--- src/rtl/keypad_move_conditioner_pkg.sv ---
// Shared keypad definitions: move-command FSM states, key bit positions and widths.
// The player FSM imports the KEY_* indices to decode keypad[3:0].
package keypad_move_conditioner_pkg;

  localparam int unsigned KEYS_W = 8;
  localparam int unsigned MOVE_W = 4;
  localparam int unsigned DB_W   = 20;
  localparam int unsigned RPT_W  = 24;

  localparam int unsigned KEY_LEFT  = 0;
  localparam int unsigned KEY_RIGHT = 1;
  localparam int unsigned KEY_DOWN  = 2;
  localparam int unsigned KEY_UP    = 3;

  typedef enum logic [1:0] {
    S_IDLE    = 2'd0,
    S_PRESENT = 2'd1,
    S_WAIT    = 2'd2
  } state_t;

  // Lowest set bit wins, so left > right > down > up.
  function automatic logic [MOVE_W-1:0] pick_lowest(input logic [MOVE_W-1:0] v);
    return v & (~v + MOVE_W'(1));
  endfunction

endpackage

--- src/rtl/keypad_move_conditioner_if.sv ---
// Keypad-to-player link: raw buttons and ack in, conditioned move command out.
interface keypad_move_conditioner_if;
  import keypad_move_conditioner_pkg::*;

  logic [KEYS_W-1:0] keypad_raw;
  logic              ack;
  logic [KEYS_W-1:0] keypad;
  logic              move_valid;

  modport master (output keypad_raw, output ack, input keypad, input move_valid);
  modport slave  (input keypad_raw, input ack, output keypad, output move_valid);

endinterface

--- src/rtl/keypad_move_conditioner_debounce.sv ---
// 2-FF synchroniser plus one shared debounce counter for the whole button vector.
// Any change on any bit restarts the count; clean follows sync once it has been still long enough.
module keypad_debounce
  import keypad_move_conditioner_pkg::*;
#(
  parameter logic [DB_W-1:0] DB_CYCLES = 20'd50000,
  parameter int unsigned     WIDTH     = KEYS_W
) (
  input  logic             clk,
  input  logic             rst,
  input  logic [WIDTH-1:0] raw,
  output logic [WIDTH-1:0] clean
);

  localparam logic [DB_W-1:0] DB_MAX = DB_CYCLES - DB_W'(1);

  logic [WIDTH-1:0] sync_meta;
  logic [WIDTH-1:0] sync;
  logic [WIDTH-1:0] sync_d;
  logic [DB_W-1:0]  db_cnt;

  always_ff @(posedge clk or posedge rst) begin
    if (rst) begin
      sync_meta <= '0;
      sync      <= '0;
      sync_d    <= '0;
      db_cnt    <= '0;
      clean     <= '0;
    end else begin
      sync_meta <= raw;
      sync      <= sync_meta;
      sync_d    <= sync;
      if (sync != sync_d) begin
        db_cnt <= '0;
      end else if (db_cnt == DB_MAX) begin
        clean <= sync;
      end else begin
        db_cnt <= db_cnt + DB_W'(1);
      end
    end
  end

endmodule

--- src/rtl/keypad_move_conditioner.sv ---
// Turns debounced keypad buttons into a one-hot move command held until acked,
// with hold-to-repeat; aux bits [7:4] pass through debounced.
module keypad_move_conditioner
  import keypad_move_conditioner_pkg::*;
#(
  parameter logic [DB_W-1:0]  DB_CYCLES  = 20'd50000,
  parameter logic [RPT_W-1:0] RPT_CYCLES = 24'd5000000
) (
  input  logic                      clk,
  input  logic                      rst,
  keypad_move_conditioner_if.slave  kp
);

  logic [KEYS_W-1:0] clean;
  logic [MOVE_W-1:0] pick;
  logic [MOVE_W-1:0] dir;
  logic [MOVE_W-1:0] cmd;
  logic              valid;
  logic [RPT_W-1:0]  rpt_cnt;
  state_t            state;

  keypad_debounce #(
    .DB_CYCLES (DB_CYCLES),
    .WIDTH     (KEYS_W)
  ) u_debounce (
    .clk   (clk),
    .rst   (rst),
    .raw   (kp.keypad_raw),
    .clean (clean)
  );

  assign pick = pick_lowest(clean[MOVE_W-1:0]);

  // Command FSM; cmd/valid are registered alongside the state they belong to.
  always_ff @(posedge clk or posedge rst) begin
    if (rst) begin
      state   <= S_IDLE;
      dir     <= '0;
      cmd     <= '0;
      valid   <= 1'b0;
      rpt_cnt <= '0;
    end else begin
      case (state)
        S_IDLE: begin
          if (pick != '0) begin
            dir   <= pick;
            cmd   <= pick;
            valid <= 1'b1;
            state <= S_PRESENT;
          end
        end
        S_PRESENT: begin
          // Releasing the key here does not cancel: the press is kept until consumed.
          if (kp.ack) begin
            cmd     <= '0;
            valid   <= 1'b0;
            rpt_cnt <= RPT_CYCLES - RPT_W'(1);
            state   <= S_WAIT;
          end
        end
        S_WAIT: begin
          if ((clean[MOVE_W-1:0] & dir) == '0) begin
            state <= S_IDLE;
          end else if (rpt_cnt == '0) begin
            dir   <= pick;
            cmd   <= pick;
            valid <= 1'b1;
            state <= S_PRESENT;
          end else begin
            rpt_cnt <= rpt_cnt - RPT_W'(1);
          end
        end
        default: state <= S_IDLE;
      endcase
    end
  end

  assign kp.keypad     = {clean[KEYS_W-1:MOVE_W], cmd};
  assign kp.move_valid = valid;

endmodule

--- src/flat_wrapper.sv ---
// flat-port wrapper written by rule: the top's interface ports become plain ports
module keypad_move_conditioner_flat import keypad_move_conditioner_pkg::*;
#(
  parameter logic [DB_W-1:0]  DB_CYCLES  = 20'd50000,
  parameter logic [RPT_W-1:0] RPT_CYCLES = 24'd5000000
)
  (clk, rst, kp_keypad_raw, kp_ack, kp_keypad, kp_move_valid);
  keypad_move_conditioner_if kp_i ();
  input  logic clk;
  input  logic rst;
  input wire logic [$bits(kp_i.keypad_raw)-1:0] kp_keypad_raw;
  input wire logic [$bits(kp_i.ack)-1:0] kp_ack;
  output wire logic [$bits(kp_i.keypad)-1:0] kp_keypad;
  output wire logic [$bits(kp_i.move_valid)-1:0] kp_move_valid;
  assign kp_i.keypad_raw = kp_keypad_raw;
  assign kp_i.ack = kp_ack;
  assign kp_keypad = kp_i.keypad;
  assign kp_move_valid = kp_i.move_valid;
  keypad_move_conditioner #(.DB_CYCLES(DB_CYCLES), .RPT_CYCLES(RPT_CYCLES)) u_core (.clk(clk), .rst(rst), .kp(kp_i));
endmodule
--- config.mk ---
export PLATFORM = sky130hd
export DESIGN_NAME = keypad_move_conditioner_flat
export DESIGN_NICKNAME = d
export VERILOG_FILES = /design/src/rtl/keypad_move_conditioner_pkg.sv /design/src/rtl/keypad_move_conditioner_if.sv /design/src/rtl/keypad_move_conditioner_debounce.sv /design/src/rtl/keypad_move_conditioner.sv /design/src/flat_wrapper.sv
export SDC_FILE = /design/constraint.sdc
export NUM_CORES = 1
export LEC_CHECK = 0
export ABC_CLOCK_PERIOD_IN_PS = 3180
export BUFFER_PORTS_ARGS = -buffer_cell sky130_fd_sc_hd__clkbuf_2
export CORE_ASPECT_RATIO = 0.7
export CORE_UTILIZATION = 65
export DETAILED_ROUTE_END_ITERATION = 8
export MAX_ROUTING_LAYER = met4
export PLACE_DENSITY_LB_ADDON = 0.12
export SYNTH_ARGS = -nofsm -noshare
export SYNTH_HDL_FRONTEND = slang
export SYNTH_HIERARCHICAL = 1
export SYNTH_SLANG_ARGS = --single-unit
--- constraint.sdc ---
create_clock -name clk -period 3.18 [get_ports clk]
set_input_delay 0.159 -clock clk [delete_from_list [all_inputs] [get_ports clk]]
set_output_delay 0.159 -clock clk [all_outputs]
set_load 0.005 [all_outputs]
==> results of run 1 <==
## path summary, 6_finish.rpt
| check | start | cells past startpoint | endpoint | slack [ns] |
|---|---|---|---|---|
| worst min register to register | u_core/u_debounce/sync_meta[3] | 0 | u_core/u_debounce/sync[3] | 0.36 |
| worst min-delay path | kp_ack | 2 | u_core/state[0] | 0.03 |
| max in group asynchronous | rst | 3 | u_core/u_debounce/db_cnt[13] | 1.94 |
| worst max-delay path | u_core/rpt_cnt[0] | 7 | u_core/dir[0] | 0.74 |
| min in group asynchronous | rst | 4 | u_core/cmd[1] | 0.48 |
| worst max register to register | u_core/rpt_cnt[0] | 7 | u_core/dir[0] | 0.74 |
## through the flow
step	utilization, %	cells	setup slack, ns	power, mW
after floorplan	-	387	1.11	1.22
after global placement	70.5	477	0.871	1.24
after detailed placement	70.5	477	0.777	1.25
after CTS	75.2	502	0.750	2.02
after global routing	75.2	502	0.583	2.07
final	75.2	502	0.743	2.00
## power breakdown
group          switching, mW  internal, mW  total [mW]
clock network          0.455         0.314       0.770
registers             0.0205          1.13        1.15
logic                 0.0526        0.0317      0.0843
total                  0.529          1.48        2.00
## logic make-up (layout without fill, tap and decap cells)
kind of cell | after synthesis | after routing | synth area share (%)
XOR/XNOR | 20 | 20 | 4.15
multiplexers | 16 | 16 | 4.06
adder cells (fa/ha/maj) | 3 | 3 | 0.889
AO/OA/AOI/OAI | 68 | 68 | 11.0
buffers and inverters | 22 | 59 | 2.10
flip-flops | 87 | 87 | 51.5
AND/OR/NAND/NOR | 171 | 171 | 26.2
## sequential cells by signal, summed over array words and instances (netlist names)
name                         cells
u_core/u_debounce/db_cnt        20
u_core/kp.move_valid             1
u_core/u_debounce/sync           8
u_core/u_debounce/clean          8
u_core/state                     2
u_core/dir                       4
u_core/u_debounce/sync_d         8
u_core/cmd                       4
u_core/rpt_cnt                  24
u_core/u_debounce/sync_meta      8
## Yosys cell counts (all sizes together), types with 5 or more instances
| cell | number | area share (%) |
|---|---|---|
| dfrtp | 87 | 52 |
| nor2 | 28 | 2.5 |
| nand2 | 23 | 2.2 |
| nand3 | 20 | 2.4 |
| nor4 | 19 | 4.8 |
| o21ai | 18 | 2.1 |
| xor2 | 16 | 3.3 |
| nand4 | 13 | 2.6 |
| o31ai | 13 | 2.6 |
| or4 | 13 | 2.5 |
| a21oi | 12 | 1.4 |
| nor3 | 11 | 1.4 |
| inv | 10 | 0.89 |
| mux2 | 9 | 2.4 |
| and4 | 7 | 1.5 |
| clkbuf | 7 | 0.62 |
| mux2i | 7 | 1.7 |
| or3 | 6 | 1.0 |
| buf | 5 | 0.59 |
| nand2b | 5 | 0.74 |
| nor2b | 5 | 0.74 |
## routing by layer
layer  routed length (um)  up-vias  GRT usage [%]
li1                     -     1512              -
met5                    0        -              -
met3                  479       12           5.85
met2                 3880       96           39.0
met4                  104        0           10.3
met1                 4230     1586           43.9
## cell type report
type	count	area, sq um	share of cell area (%)
repair buffers	33	223	4.74
clock buffers	9	124	2.64
clock inverters	7	81.3	1.73
multi-input cells	278	1960	41.7
inverters	10	37.5	0.799
flip-flops and latches	87	2180	46.3
well taps	78	97.6	2.08
==> flow_metrics.tcl, run 1 <==
set metrics [dict create \
    status "finished, final reports clean" \
    syn_to_final_growth_pct 11.2 \
    cts_buffers 9 \
    crit_chain "inv_1 > ha_1 > or3b_2 > nor4_2 > a31oi_1 > nor2_2 > mux2_2" \
    synth_area_sq_um 4220 \
    ctsHoldBuffers 9 \
    maxCapViolations 0 \
    clk_pin_slew_ns 0.09 \
    dieArea_sq_um 6830 \
    layout_common_cells "dfrtp_1 (87), nor2_1 (27), nand2_1 (21)" \
    fin_tns_setup_ns 0 \
    drc 0 \
    postCtsSetupRepairBufs 0 \
    dp_hpwl_mm 5.83 \
    synth_edf_count 0 \
    fmax_mhz 410 \
    finalInstanceArea_sq_um 4700 \
    via_count 3206 \
    slew_headroom_pct 31.5 \
    synth_ff_type "dfrtp_1" \
    die_h_um 69.4 \
    n_antenna_cell 0 \
    cp.required_ns 3.44 \
    synth_cell_types 59 \
    arrival_ns 2.70 \
    detail_route.wl_per_cell_um 17.3 \
    path_delay_family "simple AND/OR/NAND/NOR gates" \
    wl_mm 8.69 \
    die_w_um 98.4 \
    min_period_over_period_pct 76.6 \
    synth-seq-area-share_pct 51.5 \
    fin_worst_skew_ns 0.00738 \
    grt_pass1_vias 2968 \
    cp_num_buf_inv 1 \
    gr-usage-all-layers_pct 29.0 \
    io_pins 20 \
    cts-root-buf "clkbuf_8" \
    cp_max_fo 6 \
    coreArea_sq_um 6250 \
    ctsHtreeMaxLevel 3 \
    hold_path.class "input port to flop" \
    initial_core_util_pct 67.6 \
    vias_per_cell 6.39 \
    firstDrtPassIters 5 \
    setup_viol 0 \
    cts_tree "built" \
    cpMaxStageDelayCell "or3b_2" \
    routabilityCongestion 0.823 \
    startpoint_type "flop" \
    num_rows 24 \
    ys_warn_count 6 \
    crit_type "flop to flop" \
    rsz0062_at_grt "no" \
    vdd_drop_max_mv 0.387 \
    clkSinkCount 87 \
    final_common_cell "dfrtp_1" \
    p_leak_nw 1.99 \
    synth.avg_cell_area_sq_um 10.9 \
    antenna_found_initial 0 \
    ys_async_sr_fraction_pct 100 \
    gr-total-overflow 0 \
    grt_first_pass_wirelength_mm 14.8 \
    fillers 409 \
    cts_resized 0 \
    port_buffers 19 \
    place_area_sq_um 4400 \
    drt_iter0_drc 302 \
    drive_gt1_share_pct 17.9 \
    ys_ff_latch 87 \
    syn_nets 401 \
    whs_ns 0.0348 \
    p_per_area_nw_per_um2 426 \
    tightest_slew_ns 1.03 \
    ant_nets 0 \
    cts_max_path_buffers 2 \
    grt_max_degree 53 \
    drv_slew 0 \
    end_kind "flop" \
    clkLatencyLatePin_ns 0.37 \
    slowest_delay_ns 0.51 \
    finalCriticalPeriod_ns 2.44 \
    finalHoldViolCount 0 \
    final_nets 433 \
    post_synth_inst_count 387 \
]
(Power assumes the default switching activity.)
==> run 2, diff against run 1 <==
- ABC_CLOCK_PERIOD_IN_PS: 3180 -> 2120
- CORE_UTILIZATION: 65 -> 55
- clock period: 3.18 -> 2.12 ns (I/O delays scaled with it)
==> flow_metrics.tcl, run 2 (synthesis results as in run 1) <==
set metrics [dict create \
    syn_to_final_growth_pct 20.2 \
    grt_first_pass_wirelength_mm 14.8 \
    grt_pass1_vias 2943 \
    die_h_um 75.3 \
    end_kind "flop" \
    status "finished with violations" \
    cts_max_path_buffers 2 \
    detail_route.wl_per_cell_um 16.4 \
    top_regs "u_core/rpt_cnt: 24 flops, u_core/u_debounce/db_cnt: 20 flops" \
    fin_worst_skew_ns 0.0154 \
    vias_per_cell 5.99 \
    coreArea_sq_um 7350 \
    initial_core_util_pct 57.5 \
    final_common_cell "dfrtp_1" \
    cp_max_fo 4 \
    min_period_over_period_pct 101 \
    finalHoldViolCount 0 \
    drive_gt1_share_pct 27.0 \
    crit_type "flop to flop" \
    drc 0 \
    drv_slew 0 \
    via_count 3319 \
    ctsHtreeMaxLevel 3 \
    cts-root-buf "clkbuf_8" \
    cts_buffers 9 \
    drt_iter0_drc 147 \
    cp.required_ns 2.37 \
    final_nets 465 \
    clkSinkCount 87 \
    clkLatencyLatePin_ns 0.36 \
    gr-total-overflow 0 \
    layout_setup_ws_ns -0.0259 \
    top_register "u_core/rpt_cnt" \
    rsz0062_at_grt "yes" \
    maxCapViolations 0 \
    finalInstanceArea_sq_um 5080 \
    firstDrtPassIters 4 \
    fmax_mhz 466 \
    die_w_um 107 \
    p_leak_nw 2.14 \
    layout_common_cells "dfrtp_1 (84), buf_4 (35), nor2_1 (26)" \
    p_per_area_nw_per_um2 579 \
    clk_pin_slew_ns 0.09 \
    fin_tns_setup_ns -0.0259 \
    port_buffers 19 \
    vdd_drop_max_mv 0.529 \
    hold_path.class "flop to flop" \
    setup_viol 1 \
    slew_headroom_pct 56.4 \
    n_antenna_cell 0 \
    fin_util_pct 69.1 \
    arrival_ns 2.40 \
    place_area_sq_um 4590 \
    largest_reg_flops 24 \
    ant_nets 0 \
    grt_max_degree 36 \
    routabilityCongestion 0.885 \
    startpoint_type "flop" \
    cts_tree "built" \
    num_rows 26 \
    dieArea_sq_um 8040 \
    tightest_slew_ns 0.653 \
    gr-usage-all-layers_pct 25.3 \
    antenna_found_initial 0 \
    dp_hpwl_mm 6.36 \
    fillers 550 \
    whs_ns 0.355 \
    io_pins 20 \
    wl_mm 9.09 \
    violations "setup timing" \
    finalCriticalPeriod_ns 2.15 \
]
[run 2: cell count changes in the layout (fill, tap and decap cells not counted), moves of 3 or more]
cell,previous run,this run
dfrtp_2,0,3
nor4_4,3,6
nor4_2,6,3
o21ai_0,16,13
buf_4,5,35
o21ai_1,2,5
dfrtp_1,87,84
[run 2: final timing paths]
check / startpoint / end / slack [ns] / depth (start not counted)
max reg2reg: u_core/rpt_cnt[18] / u_core/rpt_cnt[10] / -0.03 / 5
min in group asynchronous: rst / u_core/u_debounce/sync_meta[0] / 0.39 / 3
max: u_core/rpt_cnt[18] / u_core/rpt_cnt[10] / -0.03 / 5
max in group asynchronous: rst / u_core/u_debounce/db_cnt[18] / 1.10 / 4
min reg2reg: u_core/u_debounce/sync_meta[0] / u_core/u_debounce/sync[0] / 0.35 / 0
min: u_core/u_debounce/sync_meta[0] / u_core/u_debounce/sync[0] / 0.35 / 0
[run 2: area by class of cell]
type                            instances  area (sq um)  area share [%]
Timing Repair Buffer                   65           469            9.24
Clock inverter                          6          51.3            1.01
Sequential cell                        87          2180            42.9
Clock buffer                           10           128            2.51
Multi-Input combinational cell        278          2090            41.1
Tap cell                               98           123            2.41
Inverter                               10          37.5           0.739
[run 2: metal layers]
| layer | share of wire (%) | global-route usage, % | vias to the layer above |
|---|---|---|---|
| met4 | 0.84 | 6.54 | 0 |
| met2 | 43 | 34.9 | 92 |
| met5 | 0 | - | - |
| met1 | 50 | 37.1 | 1634 |
| li1 | - | - | 1586 |
| met3 | 6.0 | 6.59 | 7 |
[run 2: where the power goes]
group / switching, mW / total [mW] / internal, mW
clock network: 0.618 / 1.06 / 0.445
registers: 0.0295 / 1.72 / 1.69
logic: 0.0895 / 0.152 / 0.0627
total: 0.737 / 2.94 / 2.20
[run 2: through the flow]
step                std cells  worst slack (ns)  power (mW)
global route              554           -0.0659        3.06
detailed placement        519           -0.0414        1.88
floorplan                 387            0.0497        1.83
CTS                       545           -0.0209        2.96
global placement          519            0.0139        1.88
finish                    554           -0.0259        2.94
[run 2: critical path, cell delays in order, from the launching register on]
cell and delay [ns]:
dfrtp_1 0.38, or4_4 0.56, or3_4 0.37, o31ai_4 0.36, nand2_2 0.13, o211a_1 0.24
[run 2: timing repair]
action | in CTS | in global routing
hold buffers | 10 | 0
pin swaps | 2 | 9
resized for setup | 5 | 28
buffers inserted | 0 | 9
endpoints found under the setup margin | 9 | 27
gates cloned | 0 | 0
endpoints found under the hold margin | 73 | 0
